==> config.mk <==
export PLATFORM = sky130hd
export DESIGN_NAME = present_decryptor_top
export DESIGN_NICKNAME = d
export VERILOG_FILES = /design/src/rtl/present_pkg.sv /design/src/rtl/inv_sub_per.sv /design/src/rtl/present_decryptor_top.sv
export SDC_FILE = /design/constraint.sdc
export NUM_CORES = 1
export LEC_CHECK = 0
export CAP_MARGIN = 15
export CORE_MARGIN = 4
export CORE_UTILIZATION = 30
export CTS_CLUSTER_SIZE = 20
export DETAILED_ROUTE_END_ITERATION = 8
export GPL_ROUTABILITY_DRIVEN = 0
export GPL_TIMING_DRIVEN = 0
export HOLD_SLACK_MARGIN = 0.02
export SLEW_MARGIN = 20
export SYNTH_ARGS = -nofsm -noshare
export SYNTH_HDL_FRONTEND = slang
export SYNTH_SLANG_ARGS = --single-unit
==> constraint.sdc <==
create_clock -name clk_i -period 10 [get_ports clk_i]
set_input_delay 2 -clock clk_i [delete_from_list [all_inputs] [get_ports clk_i]]
set_output_delay 2 -clock clk_i [all_outputs]
set_load 0.02 [all_outputs]
==> src/rtl/present_pkg.sv <==
// PRESENT-80 constants, decryptor FSM encoding and the round/key-schedule helpers
// shared by the decryption core and its substitution-permutation block.
package present_pkg;

  localparam int ROUNDS = 31;

  localparam logic [3:0] PRESENT_SBOX [16] = '{
    4'hC, 4'h5, 4'h6, 4'hB, 4'h9, 4'h0, 4'hA, 4'hD,
    4'h3, 4'hE, 4'hF, 4'h8, 4'h4, 4'h7, 4'h1, 4'h2
  };

  localparam logic [3:0] PRESENT_INV_SBOX [16] = '{
    4'h5, 4'hE, 4'hF, 4'h8, 4'hC, 4'h1, 4'h2, 4'hD,
    4'hB, 4'h4, 4'h6, 4'h3, 4'h0, 4'h7, 4'h9, 4'hA
  };

  typedef enum logic [1:0] {
    IDLE    = 2'd0,
    KEY_EXP = 2'd1,
    DECRYPT = 2'd2,
    OUTPUT  = 2'd3
  } dec_state_t;

  function automatic logic [3:0] sbox_nib(input logic [3:0] nib);
    return PRESENT_SBOX[nib];
  endfunction

  function automatic logic [3:0] inv_sbox_nib(input logic [3:0] nib);
    return PRESENT_INV_SBOX[nib];
  endfunction

  // The forward layer sends bit i to (16*i) mod 63, so undoing it pulls bit i from there.
  function automatic logic [63:0] inv_perm64(input logic [63:0] y);
    logic [63:0] x;
    x = '0;
    for (int i = 0; i < 63; i++) begin
      x[6'(i)] = y[6'((16 * i) % 63)];
    end
    x[63] = y[63];
    return x;
  endfunction

  function automatic logic [79:0] key_fwd_update(input logic [79:0] key, input logic [4:0] ctr);
    logic [79:0] k;
    k          = {key[18:0], key[79:19]};
    k[79:76]   = sbox_nib(k[79:76]);
    k[19:15]   = k[19:15] ^ ctr;
    return k;
  endfunction

  // Exact inverse of key_fwd_update for the same round counter value.
  function automatic logic [79:0] key_inv_update(input logic [79:0] key, input logic [4:0] ctr);
    logic [79:0] k;
    k          = key;
    k[19:15]   = k[19:15] ^ ctr;
    k[79:76]   = inv_sbox_nib(k[79:76]);
    return {k[60:0], k[79:61]};
  endfunction

endpackage

==> src/rtl/inv_sub_per.sv <==
// Combinational inverse PRESENT round layer: inverse bit permutation, then the
// inverse S-box on all 16 nibbles.
module inv_sub_per
  import present_pkg::*;
(
  input  logic [63:0] data_i,
  output logic [63:0] data_o
);

  logic [63:0] perm;

  always_comb begin
    perm   = inv_perm64(data_i);
    data_o = '0;
    for (int n = 0; n < 16; n++) begin
      data_o[4*n +: 4] = inv_sbox_nib(perm[4*n +: 4]);
    end
  end

endmodule

==> src/rtl/present_decryptor_top.sv <==
// Iterative PRESENT-80 decryption core: expands the key once to cache K32, then
// decrypts each block one round per clock while unwinding the key schedule.
module present_decryptor_top
  import present_pkg::*;
#(
  parameter int ROUNDS = present_pkg::ROUNDS
) (
  input  logic        clk_i,
  input  logic        rst_i,
  input  logic [79:0] key_i,
  input  logic        key_valid_i,
  output logic        key_ready_o,
  input  logic [63:0] data_i,
  input  logic        data_valid_i,
  output logic        data_ready_o,
  output logic [63:0] data_o,
  output logic        data_valid_o
);

  localparam logic [4:0] LAST_CTR = 5'(ROUNDS);

  dec_state_t  fsm_q, fsm_d;
  logic        key_loaded_q, key_loaded_d;
  logic [4:0]  ctr_q, ctr_d;
  logic [63:0] data_q, data_d;
  logic        data_valid_q, data_valid_d;
  logic [63:0] blk_q, blk_d;
  logic [79:0] work_key_q, work_key_d;
  logic [79:0] k32_q, k32_d;
  logic [63:0] round_in;
  logic [63:0] round_out;

  // Round-key addition feeds both the inverse round and the final whitening.
  assign round_in = blk_q ^ work_key_q[79:16];

  inv_sub_per u_inv_sub_per (
    .data_i (round_in),
    .data_o (round_out)
  );

  always_comb begin
    fsm_d        = fsm_q;
    key_loaded_d = key_loaded_q;
    ctr_d        = ctr_q;
    data_d       = data_q;
    data_valid_d = 1'b0;
    blk_d        = blk_q;
    work_key_d   = work_key_q;
    k32_d        = k32_q;
    key_ready_o  = 1'b0;
    data_ready_o = 1'b0;

    unique case (fsm_q)
      IDLE: begin
        key_ready_o  = 1'b1;
        data_ready_o = key_loaded_q & ~key_valid_i;
        if (key_valid_i) begin
          work_key_d = key_i;
          ctr_d      = 5'd1;
          fsm_d      = KEY_EXP;
        end else if (data_valid_i && key_loaded_q) begin
          blk_d      = data_i;
          work_key_d = k32_q;
          ctr_d      = LAST_CTR;
          fsm_d      = DECRYPT;
        end
      end

      KEY_EXP: begin
        work_key_d = key_fwd_update(work_key_q, ctr_q);
        if (ctr_q == LAST_CTR) begin
          k32_d        = work_key_d;
          key_loaded_d = 1'b1;
          fsm_d        = IDLE;
        end else begin
          ctr_d = ctr_q + 5'd1;
        end
      end

      DECRYPT: begin
        blk_d      = round_out;
        work_key_d = key_inv_update(work_key_q, ctr_q);
        ctr_d      = ctr_q - 5'd1;
        if (ctr_q == 5'd1) begin
          fsm_d = OUTPUT;
        end
      end

      OUTPUT: begin
        data_d       = round_in;
        data_valid_d = 1'b1;
        fsm_d        = IDLE;
      end

      default: fsm_d = IDLE;
    endcase
  end

  always_ff @(posedge clk_i) begin
    if (rst_i) begin
      fsm_q        <= IDLE;
      key_loaded_q <= 1'b0;
      ctr_q        <= '0;
      data_q       <= '0;
      data_valid_q <= 1'b0;
    end else begin
      fsm_q        <= fsm_d;
      key_loaded_q <= key_loaded_d;
      ctr_q        <= ctr_d;
      data_q       <= data_d;
      data_valid_q <= data_valid_d;
    end
  end

  // Round state and key registers are qualified by the FSM, so they carry no reset.
  always_ff @(posedge clk_i) begin
    blk_q      <= blk_d;
    work_key_q <= work_key_d;
    k32_q      <= k32_d;
  end

  assign data_o       = data_q;
  assign data_valid_o = data_valid_q;

endmodule
### Word level (Yosys, flattened, before mapping)

Memory sizes are Yosys's and may differ from the RTL's.
Cells that the tools add are included.

| storage, ports and cells | value |
|---|---|
| word-level logic and storage cells | 108 |
| ROM bits | 704 |
| output and inout bits | 67 |
| memories | 11 |
| flip-flop bits (word level) | 297 |

Memories:

| name | words | bits a word | read ports | clocked after memory_dff | write ports | line | text |
|---|---|---|---|---|---|---|---|
| (name not given) | 16 | 4 | 1 | 0 | 0 | present_pkg.sv:29 | `return PRESENT_INV_SBOX[nib];` |
| (name not given) | 16 | 4 | 1 | 0 | 0 | present_pkg.sv:29 |  |
| (name not given) | 16 | 4 | 1 | 0 | 0 | present_pkg.sv:29 |  |
| (name not given) | 16 | 4 | 1 | 0 | 0 | present_pkg.sv:29 |  |
| (name not given) | 16 | 4 | 1 | 0 | 0 | present_pkg.sv:29 |  |
| (name not given) | 16 | 4 | 1 | 0 | 0 | present_pkg.sv:29 |  |
| +5 memories | n/a | n/a | n/a | n/a | n/a | n/a |  |

| operators by class | value |
|---|---|
| bitwise operators | 16 |
| equal/unequal tests | 11 |
| reductions and logical operators | 9 |
| muxes and demuxes | 40 |
| $add $sub $neg | 2 |
| $lt $le $gt $ge | 11 |

Operators with widths:

| cell | number |
|---|---|
| 80-bit case mux with 3 select lines | 1 |
| 80-bit two-way mux | 2 |
| 64-bit two-way mux | 2 |
| 64-bit case mux with 2 select lines | 1 |
| 4-bit two-way mux | 22 |
| 64-bit bitwise XOR | 1 |
| 5-bit >= comparator, second input constant | 11 |
| 4-bit inverter with 5-bit output | 11 |
| 5-bit two-way mux | 3 |
| 5-bit case mux with 3 select lines | 1 |
| 2-bit != test, second input constant | 5 |
| 5-bit bitwise XOR | 2 |
| 3-bit AND reduction | 3 |
| 2-bit two-way mux | 4 |
| 2-bit case mux with 4 select lines | 1 |
| 5-bit by 1-bit adder with 5-bit output, second input constant | 1 |
| 5-bit by 1-bit equality test with 1-bit output, second input constant | 1 |
| 5-bit equality test, second input constant | 1 |
| 5-bit by 1-bit subtractor with 5-bit output, second input constant | 1 |
| 2-bit equality test, second input constant | 2 |
| 2-bit AND reduction | 2 |
| 1-bit two-way mux | 3 |
| 3-bit != test, second input constant | 1 |
| 3-bit nonzero test | 1 |
| 6 further kinds | 6 |

### Depth between registers and ports, before layout

Gate-level depths: netlist of the first run.

| logic depth | value |
|---|---|
| word-level depth | 6 |
| mapped depth | 8 |

### By module

A second synthesis of the first run with hierarchy kept.

| second synthesis, totals | value |
|---|---|
| cell total of the unflattened synthesis | 1,154 |
| area, all modules | 14,277.4 um^2 |

By module, submodules not included:

| module | cells an instance | times used | area each (um^2) |
|---|---|---|---|
| present_decryptor_top | 1,080 | 1 | 13,753.2 |
| inv_sub_per | 74 | 1 | 524.3 |

### Worst setup path after synthesis of the first run

OpenSTA, ideal clock, no wires.

| timing path | value |
|---|---|
| path kind | input to register |
| start point | input port key_valid_i |
| end point | register blk_q[0], enable pin |
| stages | 4 |
| path buffers | 1 |
| path slack | 2,435 ps |
| setup time | 574 ps |
| arrival time | 6,991 ps |
| path through | clkbuf_1 nor2b_1 inv_1 o21ai_0 |

| on the way | value |
|---|---|
| longest elaborated chain between the ends | 2 |

RTL lines:

| item | line | text |
|---|---|---|
| from (decl) | present_decryptor_top.sv:11 | `input logic key_valid_i,` |
| 2-bit != test (no line) | n/a |  |
| 3-bit AND reduction (no line) | n/a |  |
| to (signal assigned) | present_decryptor_top.sv:117 | `blk_q <= blk_d;` |
| to (decl) | present_decryptor_top.sv:27 | `logic [63:0] blk_q, blk_d;` |

No other way between the ends.
A chain may end at the register's enable or synchronous reset.

### Worst setup path after layout of the first run

| timing path | value |
|---|---|
| start point | input port key_valid_i |
| end point | output port data_ready_o |

| on the way | value |
|---|---|
| longest elaborated chain between the ends | 3 |

RTL lines:

| item | line | text |
|---|---|---|
| 1-bit inverter | present_decryptor_top.sv:56 | `data_ready_o = key_loaded_q & ~key_valid_i;` |
| 1-bit AND | present_decryptor_top.sv:56 |  |
| 1-bit two-way mux | present_decryptor_top.sv:53 | `unique case (fsm_q)` |
| to (decl) | present_decryptor_top.sv:15 | `output logic data_ready_o,` |

No other way between the ends.

==> results.yml, run 1 <==
run_status:
  status: "finished, final reports clean"
pwr:
  p_leak_uw: 0.00571
  power_uw: 5490
  power_density_mw_per_mm2: 311
  worst_ir_drop_vdd_mv: 0.155
critical_path:
  startpoint: "key_valid_i"
  crit_type: "in2out"
  crit_path_start_kind: "primary input"
  crit_path_max_fanout: 9
  cp_data_arrival_time_ns: 3.70
  r2r-start: "fsm_q[1]"
  r2r_slack_ns: 7.11
  ff2ff_path_depth: 8
  cp-end-kind: "output port"
  worst_r2r_endpoint: "work_key_q[23]"
  endpoint: "data_ready_o"
  critPathRequiredTime_ns: 8.00
drt:
  drc: 0
  wl_um: 51400
  ant_nets: 0
  drtPass1Iterations: 5
  vias: 10800
  drt-vias-per-instance: 5.39
  wl_per_cell_um: 25.7
  drt_iter0_markers: 1090
yosys:
  synthesis.area_mm2: 0.0135
  syn_area_per_cell_um2: 12.0
  yosys-mux-area-fraction: 0.0207
  yosys-top-cells-area: "edfxtp_1, dfxtp_1, a211oi_1"
  synthSimpleGateAreaFrac: 0.0857
  synthCells: 1132
  yosys.area_share.xor_xnor: 0.0491
  ys_seq_area_frac: 0.604
  yosysWarnings: 0
  syn_nets: 1308
  synth_compound_area_frac: 0.177
  synthDistinctLibCells: 41
  synth_top_area_share: 0.496
  synth_top_area_cell: "edfxtp_1"
  synth_flop_cell: "edfxtp_1"
  async_flop_share: 0
  synth-edff-count: 224
  synth_fa_ha_area_frac: 0.0259
  ys_ff_latch: 297
  synth_top_family_by_area: "compound AO/OA/AOI/OAI gates"
sta:
  max_freq_mhz: 175
  fin_setup_tns_ns: 0
  min_period_over_period: 0.570
  hold_viol_final: 0
  rsz0062_at_grt: "false"
  worst_pin_slew_ns: 0.880
  slew_viol_final: 0
  finClkSkew_ns: 0.0260
  relSlewSlack: 0.413
  period_needed_ns: 5.70
  setup_violations: 0
clocking:
  cts_tree: "built"
  cts_resized: 0
  clockBufferDepth: 3
  h-tree-depth: 1
  clkSinkCount: 297
  holdBufCountCts: 0
  cts-root-buf: "clkbuf_16"
  clk_latency_ns: 0.57
  cts.clk_slew.worst_paths_ns: 0.06
  cts_setup_buffers: 0
  numCtsBuffers: 31
global_routing:
  grt_pass1_vias: 10700
  gr-usage-met1: 0.275
  grt_first_pass_wirelength_um: 72900
  top_usage_layer: "met2"
  track_usage: 0.204
  met3_usage: 0.0569
  grt_overflow: 0
  antenna_found_initial: 1
  grt_use_met2: 0.320
  grt_max_degree: 50
cells_and_area:
  num_antenna_cells: 0
  mostFrequentLayoutCell: "edfxtp_1"
  layout_common_cells: "edfxtp_1, clkdlybuf4s50_1, a211oi_1"
  fin_cells: 2001
  drive_gt1_frac: 0.0688
  area.growth.synth_to_final_pct: 30.3
  layout.nets: 1561
job:
  cap_violations: 0
floorplanning:
  initial_core_util: 0.305
  core_region_area_mm2: 0.0444
  die_h_um: 221
  die_x_um: 221
  num_io_pins: 215
  die-area_mm2: 0.0486
  num_rows: 77
placement:
  port_buffers: 212
  dp.cells: 1944
  hpwl_um: 38200
hold_path:
  min_path_type: "reg2reg"
==> synthesized netlist by cell type (all sizes together), types with 10 or more instances <==
cell type / n
edfxtp: 224
ha: 28
a211oi: 145
a22oi: 76
nor2b: 96
a21oi: 100
or2: 15
inv: 34
nor2: 90
buf: 17
dfxtp: 73
mux2i: 10
xor2: 10
clkbuf: 80
nand2: 14
xnor2: 66
==> critical path, stage by stage <==
cell and delay (ns):
clkbuf_1 0.29, nor2b_1 0.52, and2_1 0.26, clkdlybuf4s50_1 0.62
==> kinds of logic (layout without fill, tap and decap cells) <==
group	Yosys count	count (layout)
XOR/XNOR	76	76
flip-flops	297	297
AO/OA/AOI/OAI	352	352
multiplexers	22	22
AND/OR/NAND/NOR	226	226
adder cells (fa/ha/maj)	28	28
buffers and inverters	131	408
==> power breakdown <==
group          internal [µW]  switching (µW)  total, µW
combinational            770            1290       2060
clock                    654             493       1150
sequential              1820             466       2280
==> state kept, by name, indices dropped and copies added (netlist names) <==
name	flops
blk_q	64
data_valid_o	1
fsm_q	2
data_o	64
ctr_q	5
k32_q	80
key_loaded_q	1
work_key_q	80
==> layout make-up <==
class | count | area (µm²)
Clock buffer | 43 | 903
Clock inverter | 14 | 98.8
Timing Repair Buffer | 220 | 2340
Multi-Input combinational cell | 704 | 4880
Fill cell | 4210 | 26800
Sequential cell | 297 | 8190
Inverter | 34 | 128
Tap cell | 592 | 741
Buffer | 97 | 379
==> layer usage <==
layer	wire, µm	up-vias	part of all wire
met3	5780	118	0.11
met5	0	-	0
met1	20400	5290	0.40
met2	23200	662	0.45
met4	2010	0	0.039
li1	-	4719	-
==> through the flow <==
stage | setup slack [ns] | hold slack (ns) | utilization | instance area, µm²
floorplan | 2.43 | 0.424 | - | 13500
global placement | -0.410 | 0.434 | 0.370 | 16400
detailed placement | 4.35 | 0.436 | 0.375 | 16700
CTS | 4.34 | 0.452 | 0.398 | 17700
global route | 4.25 | 0.473 | 0.398 | 17700
finish | 4.30 | 0.447 | 0.398 | 17700
==> how the worst min path moves through the flow <==
| stage | startpoint | end | slack [ns] | depth (start not counted) |
|---|---|---|---|---|
| after global placement | work_key_q[78] | k32_q[59] | 0.43 | 0 |
| after CTS | work_key_q[78] | k32_q[59] | 0.45 | 0 |
| final | work_key_q[78] | k32_q[59] | 0.45 | 0 |
| after global routing | work_key_q[78] | k32_q[59] | 0.47 | 0 |
| after floorplan | work_key_q[78] | k32_q[59] | 0.42 | 0 |
| after detailed placement | work_key_q[78] | k32_q[59] | 0.44 | 0 |
(Power assumes the default switching activity.)
==> run 2, diff against run 1 <==
Clock period 10 ns to 4.6 ns, I/O delays scaled along.
==> results.yml, run 2 (synthesis gave the netlist of run 1 again) <==
run_status:
  status: "finished, final reports clean"
sta:
  relSlewSlack: 0.363
  setup_violations: 0
  rsz0062_at_grt: "false"
  hold_viol_final: 0
  period_needed_ns: 3.52
  min_period_over_period: 0.766
  finClkSkew_ns: 0.0162
  timing.final.ws_setup_ns: 1.08
  worst_pin_slew_ns: 0.955
  slew_viol_final: 0
  max_freq_mhz: 284
global_routing:
  track_usage: 0.201
  grt_overflow: 0
  grt_first_pass_wirelength_um: 71400
  grt_max_degree: 49
  grt_pass1_vias: 10300
  antenna_found_initial: 0
drt:
  drt-vias-per-instance: 5.39
  vias: 10800
  drc: 0
  drt_iter0_markers: 1097
  ant_nets: 0
  drtPass1Iterations: 5
  wl_um: 51100
  wl_per_cell_um: 25.5
clocking:
  h-tree-depth: 1
  cts_resized: 0
  clockBufferDepth: 3
  numCtsBuffers: 31
  clk_latency_ns: 0.58
  cts_setup_buffers: 0
  holdBufCountCts: 0
  cts-root-buf: "clkbuf_16"
  cts_tree: "built"
  clkSinkCount: 297
  cts.clk_slew.worst_paths_ns: 0.06
floorplanning:
  core_region_area_mm2: 0.0444
  die_h_um: 221
  initial_core_util: 0.305
  die_x_um: 221
  die-area_mm2: 0.0486
  num_io_pins: 215
  num_rows: 77
cells_and_area:
  largestRegisters: "k32_q (80), work_key_q (80)"
  drive_gt1_frac: 0.0638
  area.growth.synth_to_final_pct: 30.1
  layout_common_cells: "edfxtp_1, clkdlybuf4s50_1, a211oi_1"
  mostFrequentLayoutCell: "edfxtp_1"
  fill_cells: 4208
  num_antenna_cells: 0
  layout.nets: 1561
pwr:
  power_uw: 11900
  p_leak_uw: 0.00569
  worst_ir_drop_vdd_mv: 0.333
  power_density_mw_per_mm2: 674
critical_path:
  crit_chain: "clkbuf_1 -> nor2b_1 -> and2_1 -> clkdlybuf4s50_1"
  r2r_slack_ns: 1.55
  crit_type: "in2out"
  cp-end-kind: "output port"
  r2r-start: "fsm_q[0]"
  cp_slowest_cell: "clkdlybuf4s50_1"
  crit_path_start_kind: "primary input"
  critPathRequiredTime_ns: 3.68
  startpoint: "key_valid_i"
  cpPeakStageDelay_ns: 0.63
  cp_data_arrival_time_ns: 2.60
  crit_path_max_fanout: 9
job:
  cap_violations: 0
hold_path:
  min-delay-start: "work_key_q[78]"
  min_path_type: "reg2reg"
placement:
  pre_cts_ws_ns: 1.12
  port_buffers: 212
  hpwl_um: 37800
==> run 2: worst max-delay path: cells and delay by family <==
| kind | cells | cell delay (ns) |
|---|---|---|
| simple gates | 2 | 0.76 |
| buf+inv | 2 | 0.91 |
==> run 2: area by class of cell <==
| cell class | instances | area (µm²) | area share |
|---|---|---|---|
| Clock buffer | 41 | 823 | 0.0467 |
| Timing Repair Buffer | 220 | 2340 | 0.133 |
| Buffer | 97 | 379 | 0.0215 |
| Tap cell | 592 | 741 | 0.0420 |
| Clock inverter | 17 | 145 | 0.00823 |
| Sequential cell | 297 | 8190 | 0.465 |
| Inverter | 34 | 128 | 0.00724 |
| Multi-Input combinational cell | 704 | 4880 | 0.277 |
==> run 2: through the flow <==
| step | area (µm²) | TNS [ns] | std cells | hold WS, ns | util |
|---|---|---|---|---|---|
| final | 17600 | 0 | 2002 | 0.441 | 0.397 |
| after global routing | 17600 | 0 | 2002 | 0.448 | 0.397 |
| after CTS | 17600 | 0 | 2002 | 0.432 | 0.397 |
| after detailed placement | 16700 | 0 | 1944 | 0.432 | 0.375 |
| after global placement | 16400 | -105.92 | 1936 | 0.426 | 0.370 |
| after floorplan | 13600 | 0 | 1132 | 0.424 | - |
==> run 2: path summary, 6_finish.rpt <==
path	depth (start not counted)	to
min	0	k32_q[59]
max	4	data_ready_o
min reg2reg	0	k32_q[59]
max reg2reg	9	work_key_q[49]
==> run 2: where the power goes <==
part	internal, µW	switching (µW)
combinational	1670	2810
clock	1370	1090
sequential	3950	988
total	6990	4890
==> run 2: routing by layer <==
metal  vias up  part of all wire  wire (µm)  global-route usage
li1       4726                 -          -                   -
met1      5324              0.41      20900               0.281
met2       659              0.46      23400               0.319
met3        80              0.11       5460              0.0477
met4         0             0.027       1360              0.0472
met5         -                 0          0                   0
==> run 3, diff against run 2 <==
Clock period 4.6 ns to 3.03 ns, I/O delays scaled along.
==> results.yml, run 3 (synthesis gave the netlist of run 1 again) <==
hold_path:
  min_path_type: "reg2reg"
drt:
  drc: 0
  wl_um: 50700
  ant_nets: 0
  drtPass1Iterations: 5
  wl_per_cell_um: 25.3
  vias: 10600
  drt_iter0_markers: 1234
  drt-vias-per-instance: 5.31
clocking:
  cts.clk_slew.worst_paths_ns: 0.06
  clk_latency_ns: 0.57
  cts-root-buf: "clkbuf_16"
  numCtsBuffers: 31
  h-tree-depth: 1
  clockBufferDepth: 3
  clkSinkCount: 297
  cts_tree: "built"
  holdBufCountCts: 0
floorplanning:
  initial_core_util: 0.305
  core_region_area_mm2: 0.0444
  die-area_mm2: 0.0486
  die_h_um: 221
  num_rows: 77
  die_x_um: 221
  num_io_pins: 215
sta:
  hold_viol_final: 0
  finClkSkew_ns: 0.0305
  min_period_over_period: 0.964
  worst_pin_slew_ns: 0.848
  period_needed_ns: 2.92
  relSlewSlack: 0.435
  rsz0062_at_grt: "false"
  slew_viol_final: 0
  setup_violations: 0
  max_freq_mhz: 342
global_routing:
  grt_max_degree: 48
  track_usage: 0.201
  grt_overflow: 0
  grt_first_pass_wirelength_um: 71300
  antenna_found_initial: 0
  grt_pass1_vias: 10500
critical_path:
  critPathRequiredTime_ns: 2.42
  cp_data_arrival_time_ns: 2.32
  crit_path_max_fanout: 5
  crit_type: "reg2out"
  cp-end-kind: "output port"
  crit_path_start_kind: "flip-flop"
cells_and_area:
  largestRegisters: "k32_q (80), work_key_q (80)"
  fin_cells: 2006
  drive_gt1_frac: 0.0679
  num_antenna_cells: 0
  final_core_util: 0.398
  mostFrequentLayoutCell: "edfxtp_1"
  area.growth.synth_to_final_pct: 30.6
  register_area_mm2: 0.00819
  multi_input_comb_area_mm2: 0.00489
  layout_common_cells: "edfxtp_1, clkdlybuf4s50_1, a211oi_1"
  fill_cells: 4251
  layout.nets: 1565
placement:
  hpwl_um: 37700
  port_buffers: 212
  dp.cells: 1944
pwr:
  p_leak_uw: 0.00572
  power_density_mw_per_mm2: 1020
  worst_ir_drop_vdd_mv: 0.488
run_status:
  status: "finished, final reports clean"
job:
  cap_violations: 0
-- run 3: cell types whose count changed in the layout (fill, tap and decap cells not counted), moves of 2 or more --
cell and delta:
clkinv_1 -6, bufinv_16 -2, clkbuf_8 +5, clkinv_4 +2, buf_4 +3, clkbuf_1 +4, clkinv_2 -6
-- run 3: repair_timing --
action                     CTS  global route
buffers inserted             0             4
setup endpoints to repair    1            43
gates resized for setup      1             3
pin swaps                    0             0
-- run 3: cell type report --
type	instances	share of cell area
flip-flops and latches	297	0.463
well taps	592	0.0419
inverters	34	0.00721
clock buffers	52	0.0529
plain buffers	97	0.0218
repair buffers	224	0.135
clock inverters	6	0.00255
multi-input cells	704	0.276
-- run 3: path summary, 6_finish.rpt --
path / slack, ns / startpoint / end / cells past startpoint
setup / recovery: 0.11 / fsm_q[0] / data_ready_o / 5
hold / removal: 0.42 / work_key_q[78] / k32_q[59] / 0
setup reg to reg: 0.23 / fsm_q[0] / work_key_q[0] / 8
hold reg to reg: 0.42 / work_key_q[78] / k32_q[59] / 0
-- run 3: per-stage QoR --
step           instance area (µm²)  total power (µW)  worst slack [ns]  hold slack (ns)  setup TNS, ns
2_1_floorplan                13600             10800             0.200            0.424              0
3_3_place_gp                 16400             13900             -1.05            0.430        -126.60
3_5_place_dp                 16700             14200             0.107            0.432              0
4_1_cts                      17600             17900           0.00480            0.424              0
5_1_grt                      17700             18800           0.00802            0.452              0
6_report                     17700             18000             0.108            0.419              0
-- run 3: where the power goes --
group	switching [µW]	leakage [µW]	internal, µW
clock network	1580	0.000475	2100
registers	1550	0.00270	5990
logic	4230	0.00255	2590
-- run 3: critical path, cell delays in order (launching register included) --
cell,delay [ns]
dfxtp_1,0.34
inv_1,0.09
ha_1,0.25
nor2b_4,0.27
and2_1,0.20
clkdlybuf4s50_1,0.62
-- run 3: routing by layer --
metal,wire (µm),GRT usage,vias up
li1,-,-,4725
met1,20300,0.275,5198
met2,23300,0.320,636
met3,5740,0.0542,84
met4,1460,0.0497,0
met5,0,0,-
==> patch: new RTL, settings of run 3 <==
Register the inputs `key_i` and `key_valid_i` before use. The logic sees them one clock later. The other inputs are not delayed to match.
--- a/src/rtl/present_decryptor_top.sv
+++ b/src/rtl/present_decryptor_top.sv
@@ -19,4 +19,12 @@
 
   localparam logic [4:0] LAST_CTR = 5'(ROUNDS);
+
+  logic [79:0] key_q;
+  logic key_valid_q;
+
+  always_ff @(posedge clk_i) begin
+    key_q       <= key_i;
+    key_valid_q <= key_valid_i;
+  end
 
   dec_state_t  fsm_q, fsm_d;
@@ -54,7 +62,7 @@
       IDLE: begin
         key_ready_o  = 1'b1;
-        data_ready_o = key_loaded_q & ~key_valid_i;
-        if (key_valid_i) begin
-          work_key_d = key_i;
+        data_ready_o = key_loaded_q & ~key_valid_q;
+        if (key_valid_q) begin
+          work_key_d = key_q;
           ctr_d      = 5'd1;
           fsm_d      = KEY_EXP;
Formal check against the unedited RTL: not equivalent (a bounded check fails within 4 cycles, from zero or initial values and one cycle with rst_i high).
==> patch against run 3 <==
  * Routed wire length increased by 7.2%
  * Sequential cell count increased by 81
  * Power increased by 12%
  * Area after synthesis increased by 12%
  * Synthesized cell count increased by 7.2%
  * Global-route usage decreased by 0.57 points
  * Cell area increased by 12%
  * Worst setup slack got worse by 0.0042 ns
  * Critical path type unchanged
  * Highest routed layer unchanged
==> patch: results (changes against run 3) <==
multi_input_gates: 712  # +1.1%
dp_worst_setup_slack_ns: 0.1911  # +0.08421 ns
leakage_nw: 6.615  # +16%
port-buffer-count: 213  # +0.47%
non_clock_buffer_count: 317  # -1.2%
clock_power_share_pct: 27.3  # +6.9 points
grt_first_pass_wirelength_um: 77150  # +8.2%
synth_common_cells: "224 x sky130_fd_sc_hd__edfxtp_1, 154 x sky130_fd_sc_hd__dfxtp_1, 144 x sky130_fd_sc_hd__a211oi_1, 103 x sky130_fd_sc_hd__a21oi_1, 97 x sky130_fd_sc_hd__nor2_1"
netlist.area_leader.share_pct: 44.42  # -5.2 points
registers_with_the_most_flip_flops: "k32_q: 80 flops, key_q: 80 flops, work_key_q: 80 flops"
status: "finished clean"
first_global_vias: 10999  # +5.1%
maximum_number_of_pins_on_one_net_before_global_route_repair: 50  # +4.2%
final_net_count: 1655  # +5.8%
groute.layer.met1.usage_pct: 25.81  # -1.7 points
synthCells: 1213  # +7.2%
place_hpwl_um: 39810  # +5.7%
cell_internal_pwr_mw: 12.75  # +19%
layout.cells.non_filler: 2184  # +8.9%
ys_seq_area_share_pct: 64.77  # +4.3 points
register_area_um2: 9809  # +20%
multi_input_area_share_pct: 24.79  # -2.8 points
buf_share_pct: 13.48  # -2.2 points
cts_made_buffers: 43  # +39%
detail_route.wirelength.met1_um: 21930  # +8.1%
ctsHtreeMaxLevel: 2  # +1
groute.layer.met2.usage_pct: 30.98  # -1.0 points
clock_buffer_count: 47  # -9.6%
synth_nets: 1390  # +6.3%
post-route-worst-setup-slack_ns: 0.1039  # -0.004199 ns
crit_path_max_fanout: 10  # +5
-- patch: changes by cell type after synthesis, moves of 3 or more --
cell	run 3	this run
sky130_fd_sc_hd__buf_2	6	0
sky130_fd_sc_hd__mux2i_1	10	4
sky130_fd_sc_hd__clkbuf_1	80	89
sky130_fd_sc_hd__inv_1	34	26
sky130_fd_sc_hd__nor2_1	90	97
sky130_fd_sc_hd__a21oi_1	100	103
sky130_fd_sc_hd__dfxtp_1	73	154
sky130_fd_sc_hd__o211ai_1	5	2
-- patch: through the flow --
step	setup TNS, ns	area [um^2]	hold WS [ns]	utilization (%)
floorplan	0	15180	0.4244	-
global placement	-112.06	18150	0.4339	36.25
detailed placement	0	18330	0.4386	36.61
CTS	0	19820	0.4407	39.59
global route	0	19820	0.4524	39.59
finish	0	19820	0.4517	39.59
-- patch: critical path: cells and delay by family (launching register included) --
kind          cells  cell delay (ns)
buf+inv           2             0.98
simple gates      2             0.39
flops             1             0.37
-- patch: cells by family after synthesis --
| kind of cell | count (synthesis) | synth area share, % |
|---|---|---|
| buffers and inverters | 123 | 3.049 |
| XOR/XNOR | 76 | 4.395 |
| multiplexers | 16 | 1.454 |
| adder cells (fa/ha/maj) | 29 | 2.396 |
| AND/OR/NAND/NOR | 233 | 7.816 |
| flip-flops | 378 | 64.77 |
| AO/OA/AOI/OAI | 358 | 16.12 |
-- patch: how the worst min path moves through the flow --
stage | startpoint | to | slack [ns] | cells past startpoint
detailed placement | work_key_q[78] | k32_q[59] | 0.44 | 0
global route | key_i[70] | key_q[70] | 0.45 | 1
finish | work_key_q[78] | k32_q[59] | 0.45 | 0
floorplan | work_key_q[78] | k32_q[59] | 0.42 | 0
global placement | work_key_q[78] | k32_q[59] | 0.43 | 0
CTS | key_i[27] | key_q[27] | 0.44 | 1
